### config.mk
export PLATFORM = sky130hd
export DESIGN_NAME = pixel_frame_ctrl
export DESIGN_NICKNAME = d
export VERILOG_FILES = /design/src/rtl/pixel_frame_ctrl_pkg.sv /design/src/rtl/pixel_frame_ctrl.sv
export SDC_FILE = /design/constraint.sdc
export NUM_CORES = 1
export LEC_CHECK = 0
export ABC_AREA = 1
export BUFFER_PORTS_ARGS = -buffer_cell sky130_fd_sc_hd__buf_4
export CAP_MARGIN = 20
export CORE_MARGIN = 4
export CORE_UTILIZATION = 42
export CTS_CLUSTER_SIZE = 25
export DETAILED_ROUTE_END_ITERATION = 8
export HOLD_SLACK_MARGIN = 0.15
export PLACE_DENSITY = 0.67
export SLEW_MARGIN = 25
export SYNTH_ARGS = -nofsm -noshare
export SYNTH_HDL_FRONTEND = slang
export SYNTH_SLANG_ARGS = --single-unit
### constraint.sdc
create_clock -name CLK -period 4.65 [get_ports CLK]
set_input_delay 0.2325 -clock CLK [delete_from_list [all_inputs] [get_ports CLK]]
set_output_delay 0.2325 -clock CLK [all_outputs]
set_load 0.005 [all_outputs]
### src/rtl/pixel_frame_ctrl_pkg.sv
// Shared phase encoding and default frame timing for the pixel frame sequencer.
// Pure declarations: no latency, no backpressure.
package pixel_frame_ctrl_pkg;

  typedef enum logic [2:0] {
    ST_IDLE    = 3'd0,
    ST_ERASE   = 3'd1,
    ST_EXPOSE  = 3'd2,
    ST_CONVERT = 3'd3,
    ST_READ    = 3'd4
  } state_t;

  localparam int DEF_NUM_PIXELS    = 4;
  localparam int DEF_ADC_BITS      = 8;
  localparam int DEF_ERASE_CYCLES  = 5;
  localparam int DEF_EXPOSE_CYCLES = 255;
  localparam int DEF_READ_CYCLES   = 2;

  function automatic int max3(input int a, input int b, input int c);
    int m;
    m = (a > b) ? a : b;
    return (m > c) ? m : c;
  endfunction

  // Bits needed to hold max_load, never less than one.
  function automatic int ctr_width(input int max_load);
    return (max_load > 0) ? $clog2(max_load + 1) : 1;
  endfunction

endpackage

### src/rtl/pixel_frame_ctrl.sv
// Free-running frame sequencer: erase, expose, ramp convert, then one-hot pixel readout.
// Latency: outputs registered one cycle after the state decision; backpressure: none, never stalls.
module pixel_frame_ctrl
  import pixel_frame_ctrl_pkg::*;
#(
  parameter int NUM_PIXELS    = DEF_NUM_PIXELS,
  parameter int ADC_BITS      = DEF_ADC_BITS,
  parameter int ERASE_CYCLES  = DEF_ERASE_CYCLES,
  parameter int EXPOSE_CYCLES = DEF_EXPOSE_CYCLES,
  parameter int READ_CYCLES   = DEF_READ_CYCLES
) (
  input  logic                  CLK,
  input  logic                  RESET,
  output logic                  ERASE,
  output logic                  EXPOSE,
  output logic                  CONVERT,
  output logic [ADC_BITS-1:0]   ADC_COUNT,
  output logic [NUM_PIXELS-1:0] READ_SEL,
  output logic                  FRAME_DONE,
  output logic [2:0]            STATE
);

  localparam int CW = ctr_width(max3(ERASE_CYCLES - 1, EXPOSE_CYCLES - 1, READ_CYCLES - 1));
  localparam int PW = ctr_width(NUM_PIXELS - 1);

  localparam logic [CW-1:0]         ERASE_LOAD  = CW'(ERASE_CYCLES - 1);
  localparam logic [CW-1:0]         EXPOSE_LOAD = CW'(EXPOSE_CYCLES - 1);
  localparam logic [CW-1:0]         READ_LOAD   = CW'(READ_CYCLES - 1);
  localparam logic [PW-1:0]         LAST_PIX    = PW'(NUM_PIXELS - 1);
  localparam logic [ADC_BITS-1:0]   ADC_MAX     = '1;
  localparam logic [NUM_PIXELS-1:0] SEL0        = NUM_PIXELS'(1);

  state_t                  state_q, state_d;
  logic [CW-1:0]           cnt_q, cnt_d;
  logic [ADC_BITS-1:0]     adc_q, adc_d;
  logic [PW-1:0]           pix_q, pix_d;
  logic                    erase_q, expose_q, convert_q, done_q;
  logic [NUM_PIXELS-1:0]   read_sel_q;

  always_comb begin
    state_d = state_q;
    cnt_d   = cnt_q;
    adc_d   = adc_q;
    pix_d   = pix_q;
    case (state_q)
      ST_IDLE: begin
        state_d = ST_ERASE;
        cnt_d   = ERASE_LOAD;
      end
      ST_ERASE: begin
        if (cnt_q == '0) begin
          state_d = ST_EXPOSE;
          cnt_d   = EXPOSE_LOAD;
        end else begin
          cnt_d = cnt_q - CW'(1);
        end
      end
      ST_EXPOSE: begin
        if (cnt_q == '0) begin
          state_d = ST_CONVERT;
          adc_d   = '0;
        end else begin
          cnt_d = cnt_q - CW'(1);
        end
      end
      // The ramp code itself times the convert phase; it stops at full scale.
      ST_CONVERT: begin
        if (adc_q == ADC_MAX) begin
          state_d = ST_READ;
          adc_d   = '0;
          pix_d   = '0;
          cnt_d   = READ_LOAD;
        end else begin
          adc_d = adc_q + ADC_BITS'(1);
        end
      end
      ST_READ: begin
        if (cnt_q != '0) begin
          cnt_d = cnt_q - CW'(1);
        end else if (pix_q == LAST_PIX) begin
          state_d = ST_ERASE;
          cnt_d   = ERASE_LOAD;
          pix_d   = '0;
        end else begin
          pix_d = pix_q + PW'(1);
          cnt_d = READ_LOAD;
        end
      end
      default: begin
        state_d = ST_IDLE;
        cnt_d   = '0;
        adc_d   = '0;
        pix_d   = '0;
      end
    endcase
  end

  // Strobes are decoded from the next state so every output leaves a flop.
  always_ff @(posedge CLK) begin
    if (RESET) begin
      state_q    <= ST_IDLE;
      cnt_q      <= '0;
      adc_q      <= '0;
      pix_q      <= '0;
      erase_q    <= 1'b0;
      expose_q   <= 1'b0;
      convert_q  <= 1'b0;
      read_sel_q <= '0;
      done_q     <= 1'b0;
    end else begin
      state_q    <= state_d;
      cnt_q      <= cnt_d;
      adc_q      <= adc_d;
      pix_q      <= pix_d;
      erase_q    <= (state_d == ST_ERASE);
      expose_q   <= (state_d == ST_EXPOSE);
      convert_q  <= (state_d == ST_CONVERT);
      read_sel_q <= (state_d == ST_READ) ? (SEL0 << pix_d) : '0;
      done_q     <= (state_d == ST_READ) && (pix_d == LAST_PIX) && (cnt_d == '0);
    end
  end

  assign ERASE      = erase_q;
  assign EXPOSE     = expose_q;
  assign CONVERT    = convert_q;
  assign ADC_COUNT  = adc_q;
  assign READ_SEL   = read_sel_q;
  assign FRAME_DONE = done_q;
  assign STATE      = state_q;

endmodule

==> impl_metrics.toml, run 1 <==
[clock_tree]
numClockSinks = 29
cts_hold_buf = 0
cts_buffer_depth = 2
numCtsBuffers = 5
cts-root-buf = "clkbuf_8"
clkTransAtPathRegs_ns = 0.07
post_cts_buffers = 0
h-tree-depth = 2
cts_tree = "yes"
post_cts_resized = 0
clock_latency_ns = 0.28

[placement]
dp_cells = 320
port_buffers = 20
dp_hpwl_um = 2890
gp_congestion = 0.863

[power_and_ir_drop]
seqPwrFrac_pct = 25.4
swShare_pct = 47.8
power.share.combinational_pct = 55.7
peakVddDrop_uv = 371
pwr-share-clk_pct = 18.9
p_int_w = 0.000758
power_density_nw_per_um2 = 689
leakagePower_nw = 0.991
p_sw_w = 0.000693

[critical_path]
critPathTopFamily = "simple AND/OR/NAND/NOR gates"
path_class = "flip-flop to flip-flop"
crit_buf_inv = 4
startpoint_type = "flip-flop"
cp_cell_sequence = "inv_1, ha_1, nand2_4, inv_4, nand2_8, ha_1, inv_1, nand2_1, nand3_1, nor2_1, nand2_1, inv_1, nand2_1, nor2_1, nand2_1, nor2_2"
crit_path_frequent_cell = "nand2_1"
rr_worst_depth = 16
crit_path_start = "cnt_q[0]"
critical_path_required_ns = 4.88
r2r-start = "cnt_q[0]"
arrival_ns = 2.28
crit_cells = 16
path_max_fanout = 9
slowest_delay_ns = 0.33
crit_path_end_kind = "flip-flop"
critPathSlowestCell = "dfxtp_1"

[timing]
hold_viol_final = 0
setup_viol = 0
rsz0062_at_grt = "false"
slew_headroom_pct = 70.1
fin_setup_tns_ns = 0
layout_min_cycle_time_ns = 2.05
period_share_pct = 44.1
fmax_mhz = 488
worst_slew_pin_slew_ns = 0.448
slew_violations = 0
fin_skew_ns = 0.00527

[floorplanning]
die_y_um = 73.1
die_x_um = 73.1
top_level_ports = 21
core_area_um2 = 4060
start_util_pct = 43.9
die_area_um2 = 5350
row_count = 23

[global_route]
grt_pass1_vias = 1388
grt_pass1_wl_um = 6450
grtUsageTotal_pct = 15.5
grt-ovfl-total = 0
grt_max_degree = 17
antenna_found_initial = 0

[yosys]
synth.ff_latch_count = 29
syn_area_per_cell_um2 = 7.07
synthCells = 252
ys_seq_area_share_pct = 32.6
syn_nets = 258
syn_area_um2 = 1780
synthDistinctLibCells = 37
ys.warnings.count = 0

[worst_hold_path]
min_path_type = "input port to flip-flop"
holdPathStages = 2
min_from = "RESET"

[detailed_routing]
wl_um = 3830
viasPerCell = 4.85
drc = 0
dr.pass1.iters = 4
via_count = 1591
drt_iter0_markers = 65
wl_per_cell_um = 11.7
ant_nets = 0

[final_layout]
instances_no_fill = 328
area_delta_synth_final_pct = 18.3
diodes = 0
drive_gt1_share_pct = 26.3
nets = 283
fillCellCount = 396

[run_status]
status = "finished, final reports clean"

[run]
maxCapViolCount = 0
==> placed cells by master (no fill, tap or decap), types with 2 or more instances in the layout <==
master,n
nand2_1,61
dfxtp_1,29
o21ai_1,5
xor2_1,4
nor2_2,5
nand2_8,2
a21oi_1,8
nor3_4,2
nor2_1,34
nand2_2,7
nor2_4,5
clkbuf_8,6
inv_1,26
nand3_1,15
ha_1,4
nand4_1,4
o21ai_0,3
buf_4,20
nand3_4,2
nand2_4,3
inv_2,10
nor3_1,6
==> state kept, by name, indices dropped and copies added, names as in the netlist <==
register,flops
STATE,3
pix_q,2
FRAME_DONE,1
cnt_q,8
EXPOSE,1
READ_SEL,4
ERASE,1
ADC_COUNT,8
CONVERT,1
==> per-stage QoR <==
step	power, W	area, um2	setup WS, ns	util (%)	hold slack (ns)
2_1_floorplan	0.00100	1780	2.78	-	0.478
5_1_grt	0.00156	2110	2.46	51.9	0.263
3_3_place_gp	0.00117	1990	2.68	49.0	0.490
6_report	0.00145	2110	2.60	51.9	0.256
4_1_cts	0.00145	2110	2.60	51.9	0.255
3_5_place_dp	0.00118	1990	2.62	49.0	0.485
==> cell families (layout without fill, tap and decap cells) <==
kind of cell | count (synthesis) | in the layout | share of synthesized area [%]
XOR/XNOR | 4 | 4 | 1.97
flip-flops | 29 | 29 | 32.6
AND/OR/NAND/NOR | 154 | 154 | 47.0
adder cells (fa/ha/maj) | 4 | 4 | 2.81
buffers and inverters | 40 | 66 | 8.57
AO/OA/AOI/OAI | 21 | 21 | 7.09
==> final cells by class <==
type | instances | area (um2) | area share [%]
clock buffers | 6 | 82.6 | 3.92
well taps | 50 | 62.6 | 2.97
repair buffers | 20 | 150 | 7.13
clock inverters | 2 | 37.5 | 1.78
multi-input cells | 183 | 1050 | 49.8
flip-flops and latches | 29 | 581 | 27.6
inverters | 38 | 145 | 6.89
==> final timing paths <==
path	endpoint	slack, ns
worst min register to register	ADC_COUNT[2]	0.49
worst max-delay path	FRAME_DONE	2.60
worst min-delay path	ADC_COUNT[7]	0.26
worst max register to register	FRAME_DONE	2.60
==> synthesized netlist by cell type <==
cell	count	share of area (%)
nor2_8	1	1.1
nand2_1	61	13
o22ai_2	1	0.70
or2_0	1	0.35
a32oi_1	1	0.49
nor3b_2	1	0.70
a21oi_1	8	2.2
nand3_1	15	4.2
nor2_4	5	3.2
inv_2	10	2.1
nor3_1	6	1.7
nor2_2	5	1.8
ha_1	4	2.8
or2_1	1	0.35
inv_1	26	5.5
nand2_2	7	2.5
dfxtp_1	29	33
clkbuf_1	1	0.21
nand2_8	2	2.2
nor2_1	34	7.2
a211oi_1	1	0.42
nand4_1	4	1.4
xor2_1	4	2.0
nor3_4	2	1.8
nor3_2	1	0.56
o21ai_0	3	0.84
and2_4	1	0.49
a21oi_2	1	0.49
nand2_4	3	1.9
clkinv_1	1	0.21
inv_4	1	0.35
nand3b_1	1	0.42
or2_2	1	0.35
nand3_4	2	2.0
buf_1	1	0.21
o21ai_2	1	0.49
o21ai_1	5	1.4
==> power groups by stage <==
stage	clock, W	sequential (W)	combinational, W
after detailed placement	0	0.000372	0.000803
after floorplan	0	0.000358	0.000645
after CTS	0.000280	0.000367	0.000808
after global placement	0	0.000372	0.000797
final	0.000275	0.000369	0.000808
after global routing	0.000290	0.000375	0.000896
==> metal layers <==
| metal | share of wire (%) | routed length (um) | vias up | GRT usage [%] |
|---|---|---|---|---|
| met3 | 3.9 | 148 | 8 | 3.99 |
| met4 | 1.5 | 57 | 0 | 5.53 |
| li1 | - | - | 845 | - |
| met2 | 45 | 1730 | 24 | 24.3 |
| met1 | 49 | 1890 | 714 | 20.3 |
| met5 | 0 | 0 | - | 0 |
Note: power is estimated with default switching activity, not from simulation.
==> inputs of run 2 (changes only) <==
- ABC_AREA: 1 -> 0
- clock period: 4.65 -> 1.9 ns (I/O delays scaled with it)
==> run 2 against run 1 <==
The flow now finishes with violations (setup timing); combinational power grew to 4.1 times the previous value; cell count is 0.91% lower; core utilization is 17 points higher; maximum frequency is 12% lower; synthesized cell count is 22% lower; routed wire length is 33% higher; register-to-register slack worse by 3.0 ns; highest routed layer unchanged.
==> impl_metrics.toml, run 2 <==
[detailed_routing]
wl_um = 5110
drt_iter0_markers = 133
viasPerCell = 5.44
ant_nets = 0
wl_per_cell_um = 15.7
via_count = 1768
dr.pass1.iters = 4
drc = 0

[yosys]
synthDistinctLibCells = 55
yosysMostFrequentCell = "nor2_1"
ys_seq_area_share_pct = 35.3
netlist_top_cells_count = "nor2_1 (34), dfxtp_1 (29), nand2_1 (13)"
syn_area_per_cell_um2 = 8.35
yosys-top-cells-area = "dfxtp_1 (35%), nor2_1 (7.8%), xnor2_1 (3.2%)"
synthCells = 197
synth.ff_latch_count = 29
syn_nets = 203
synth_top_cell_by_area = "dfxtp_1"
ys.warnings.count = 0
syn_area_um2 = 1650
yosys.area.top_type_share_pct = 35.3
synth_edf_count = 0
synth_ff_type = "dfxtp_1"
synthArstFlopShare_pct = 0

[clock_tree]
clock_latency_ns = 0.28
numCtsBuffers = 5
clkTransAtPathRegs_ns = 0.06
cts-root-buf = "clkbuf_8"
cts_buffer_depth = 2
numClockSinks = 29
h-tree-depth = 2
cts_tree = "yes"

[global_route]
grtUsageTotal_pct = 19.6
grt_max_degree = 17
grt_pass1_wl_um = 7870
grt_pass1_vias = 1678
antenna_found_initial = 0
grt-ovfl-total = 0

[critical_path]
crit_path_frequent_cell = "ha_4"
critPathCapture = "FRAME_DONE"
arrival_ns = 2.56
startpoint_type = "flip-flop"
slowest_delay_ns = 0.50
crit_path_start = "cnt_q[1]"
path_max_fanout = 2
rrSetupSlack_ns = -0.44
r2r-end = "FRAME_DONE"
crit_path_end_kind = "flip-flop"
cp_cell_sequence = "inv_2, ha_4, or4b_4, nor2_8, inv_6, ha_4, nand2b_1, o211ai_1, o21ai_1, a221oi_2, nand4_1, and4bb_1"
r2r-start = "cnt_q[1]"
rr_worst_depth = 12
path_class = "flip-flop to flip-flop"
critical_path_required_ns = 2.12
critPathSlowestCell = "or4b_4"

[final_layout]
layout_common_cells = "buf_4 (78), nor2_1 (30), dfxtp_1 (27)"
area_delta_synth_final_pct = 56.1
drive_gt1_share_pct = 48.7
final_common_cell = "buf_4"
diodes = 0
fillCellCount = 297
nets = 282

[power_and_ir_drop]
peakVddDrop_uv = 662
finalPower_w = 0.00462
power_density_nw_per_um2 = 1800
leakagePower_nw = 1.09

[timing]
rsz0062_at_grt = "true"
slew_headroom_pct = 62.7
layout_min_cycle_time_ns = 2.34
setup_viol = 25
fin_skew_ns = 0.00503
hold_viol_final = 0
worst_slew_pin_slew_ns = 0.555
slew_violations = 0
period_share_pct = 123
fmax_mhz = 428
fin_ws_ns = -0.436

[floorplanning]
top_level_ports = 21
core_area_um2 = 3720
die_area_um2 = 4980
die_x_um = 70.6
row_count = 22
start_util_pct = 44.3
die_y_um = 70.6

[placement]
dp_worst_setup_slack_ns = -0.446
port_buffers = 20
dp_hpwl_um = 3500
gp_congestion = 0.970

[worst_hold_path]
min_path_type = "flip-flop to flip-flop"

[run]
maxCapViolCount = 0

[run_status]
violations = "setup timing"
status = "complete, but fails checks"
[run 2: changes by cell type after synthesis, sizes merged, moves of 3 or more]
cell | before | now
a22oi | 0 | 3
nand3 | 17 | 5
nor2 | 45 | 35
clkbuf | 1 | 5
or3 | 0 | 4
nand2b | 0 | 5
inv | 37 | 6
nand2 | 73 | 13
a31oi | 0 | 4
xnor2 | 0 | 6
buf | 1 | 5
nor4 | 0 | 6
[run 2: worst min path at each step]
stage	endpoint	startpoint	cells after the start
final	ADC_COUNT[7]	ADC_COUNT[7]	2
after detailed placement	ADC_COUNT[6]	RESET	2
after global placement	cnt_q[7]	RESET	2
after floorplan	ADC_COUNT[6]	RESET	1
after global routing	ADC_COUNT[7]	ADC_COUNT[7]	2
after CTS	ADC_COUNT[7]	ADC_COUNT[7]	2
[run 2: power breakdown]
part | switching [W] | internal, W | leakage [nW]
registers | 0.0000702 | 0.000733 | 0.236
logic | 0.00168 | 0.00164 | 0.805
clock network | 0.000235 | 0.000253 | 0.0450
total | 0.00199 | 0.00263 | 1.09
[run 2: kinds of logic after synthesis]
family                   count (synthesis)  synth area share, %
adder cells (fa/ha/maj)                  5                 3.65
flip-flops                              29                 35.3
multiplexers                             1                0.608
AO/OA/AOI/OAI                           43                 19.1
AND/OR/NAND/NOR                         94                 31.4
XOR/XNOR                                 9                 4.79
buffers and inverters                   16                 5.17
[run 2: critical path: cells and delay by family, from the launching register on]
kind                       cells  cell delay, ns
buffers and inverters          2            0.11
DFF                            1            0.32
adders and majority gates      2            0.38
and+or+nand+nor                5            1.03
AOI/OAI and AO/OA              3            0.46
[run 2: final cells by class]
type,instances,area (um2),area share (%)
clock buffers,6,72.6,2.83
repair buffers,82,629,24.5
clock inverters,2,10.0,0.390
flip-flops and latches,29,583,22.7
inverters,6,27.5,1.07
multi-input cells,152,1190,46.2
well taps,48,60.1,2.34
[run 2: through the flow]
| step | cell area (um2) | hold WS [ns] | setup TNS, ns | util (%) | instances |
|---|---|---|---|---|---|
| 3_3_place_gp | 2250 | 0.412 | -3.32 | 60.7 | 311 |
| 3_5_place_dp | 2250 | 0.419 | -4.05 | 60.7 | 311 |
| 2_1_floorplan | 1680 | 0.164 | -0.886 | - | 197 |
| 4_1_cts | 2440 | 0.585 | -3.58 | 65.7 | 323 |
| 5_1_grt | 2570 | 0.636 | -7.05 | 69.1 | 325 |
| 6_report | 2570 | 0.582 | -4.82 | 69.1 | 325 |
[run 2: what timing repair did]
| item | 4_1_cts | 5_1_grt |
|---|---|---|
| gates resized for setup | 14 | 19 |
| pin swaps | 6 | 11 |
| hold endpoints to repair | 12 | 0 |
| hold buffers | 1 | 0 |
| setup buffers | 4 | 2 |
| cloned | 0 | 0 |
| endpoints found under the setup margin | 27 | 29 |
[run 2: layer usage]
layer  global-route usage, %  share of wire (%)
met1                    25.0                 43
met5                       0                  0
met3                    4.26                5.7
met2                    32.1                 49
met4                    8.35                2.1
==> inputs of run 3 (changes only) <==
- CORE_ASPECT_RATIO: not set -> 0.9
==> run 3 against run 2 <==
The run still ends with setup timing left; register-to-register slack worse by 0.05 ns; combinational power is 5% higher; global-route usage is 1.6 points higher; largest cell class unchanged.
==> impl_metrics.toml, run 3 (synthesized netlist as in run 2, its figures left out) <==
[placement]
port_buffers = 20
dp_worst_setup_slack_ns = -0.474
dp_cells = 305
gp_congestion = 0.883
dp_hpwl_um = 3420

[timing]
fin_ws_ns = -0.486
fin_skew_ns = 0.0123
layout_min_cycle_time_ns = 2.39
hold_viol_final = 0
fmax_mhz = 419
worst_slew_pin_slew_ns = 0.804
rsz0062_at_grt = "true"
slew_headroom_pct = 45.9
period_share_pct = 126
slew_violations = 0
setup_viol = 28

[power_and_ir_drop]
leakagePower_nw = 1.09
peakVddDrop_uv = 808
power_density_nw_per_um2 = 1850

[final_layout]
diodes = 0
fin_util_pct = 69.1
area_delta_synth_final_pct = 57.9
instances_no_fill = 324
nets = 283
layout_common_cells = "buf_4 (76), nor2_1 (31), dfxtp_1 (27)"
drive_gt1_share_pct = 48.9
final_common_cell = "buf_4"

[detailed_routing]
via_count = 1765
wl_per_cell_um = 15.7
drc = 0
ant_nets = 0
wl_um = 5080
drt_iter0_markers = 134
viasPerCell = 5.45
dr.pass1.iters = 4

[critical_path]
critPathCapture = "FRAME_DONE"
crit_path_frequent_cell = "ha_4"
r2r-end = "FRAME_DONE"
rrSetupSlack_ns = -0.49
slowest_delay_ns = 0.50
crit_path_end_kind = "flip-flop"
arrival_ns = 2.62
rr_worst_depth = 12
crit_path_start = "cnt_q[1]"
path_max_fanout = 2
path_class = "flip-flop to flip-flop"
critical_path_required_ns = 2.14
r2r-start = "cnt_q[1]"
critPathSlowestCell = "or4b_4"
startpoint_type = "flip-flop"
cp_cell_sequence = "inv_2, ha_4, or4b_4, nor2_8, inv_6, ha_4, nand2b_1, o211ai_1, o21ai_1, a221oi_2, nand4_1, and4bb_1"

[floorplanning]
start_util_pct = 43.8
die_y_um = 67.4
row_count = 21
die_area_um2 = 4980
die_x_um = 74.0
top_level_ports = 21
core_area_um2 = 3760

[clock_tree]
cts_tree = "yes"
h-tree-depth = 2
numCtsBuffers = 5
clkTransAtPathRegs_ns = 0.07
cts_buffer_depth = 2
cts-root-buf = "clkbuf_8"
clock_latency_ns = 0.29
numClockSinks = 29

[worst_hold_path]
min_path_type = "flip-flop to flip-flop"

[global_route]
grt-ovfl-total = 0
antenna_found_initial = 0
grtUsageTotal_pct = 21.2
grt_pass1_wl_um = 8080
grt_pass1_vias = 1756
grt_max_degree = 17

[run]
maxCapViolCount = 0

[run_status]
status = "complete, but fails checks"
violations = "setup timing"
[run 3: worst min-delay path by stage]
| stage | start | cells past startpoint | slack [ns] | endpoint |
|---|---|---|---|---|
| 2_1_floorplan | RESET | 1 | 0.16 | ADC_COUNT[6] |
| 6_report | ADC_COUNT[7] | 2 | 0.57 | ADC_COUNT[7] |
| 5_1_grt | ADC_COUNT[7] | 2 | 0.65 | ADC_COUNT[7] |
| 3_3_place_gp | RESET | 2 | 0.42 | cnt_q[1] |
| 3_5_place_dp | RESET | 2 | 0.43 | cnt_q[7] |
| 4_1_cts | ADC_COUNT[7] | 2 | 0.58 | ADC_COUNT[7] |
[run 3: what timing repair did]
item / CTS / global route
hold endpoints to repair: 4 / 0
setup endpoints to repair: 24 / 28
pin swaps: 12 / 8
buffers inserted: 7 / 4
gates resized for setup: 25 / 16
hold buffers: 1 / 0
[run 3: cell type report]
type	instances	area (um2)
sequential	29	583
clock buffer	5	68.8
fill	300	1160
tap	46	57.6
timing repair buffer	83	652
multi-input combinational	152	1190
clock inverter	3	17.5
inverter	6	27.5
[run 3: critical path: cells and delay by family, from the launching register on]
kind / cells / cell delay (ns)
AOI/OAI and AO/OA: 3 / 0.47
adders and majority gates: 2 / 0.38
buffers and inverters: 2 / 0.11
DFF: 1 / 0.32
and+or+nand+nor: 5 / 1.07
[run 3: metal layers]
layer | vias to the layer above | track usage, % | share of wire (%) | wire length (um)
met5 | - | 0 | 0 | 0
met4 | 0 | 8.82 | 1.9 | 95
met3 | 9 | 5.21 | 5.4 | 276
met2 | 40 | 34.6 | 49 | 2490
met1 | 850 | 26.6 | 44 | 2220
li1 | 866 | - | - | -
[run 3: report_power, final]
| part | leakage (nW) | internal, W | switching [W] |
|---|---|---|---|
| combinational | 0.806 | 0.00176 | 0.00175 |
| sequential | 0.236 | 0.000732 | 0.0000630 |
| clock | 0.0439 | 0.000252 | 0.000256 |
[run 3: per-stage QoR]
step                setup TNS (ns)  hold WS [ns]  cell area, um2  total power, W
detailed placement           -3.84         0.428            2220         0.00347
global placement             -3.06         0.424            2220         0.00344
global route                -10.33         0.648            2600         0.00509
CTS                          -4.84         0.581            2510         0.00446
floorplan                   -0.886         0.164            1680         0.00229
finish                       -7.69         0.575            2600         0.00481
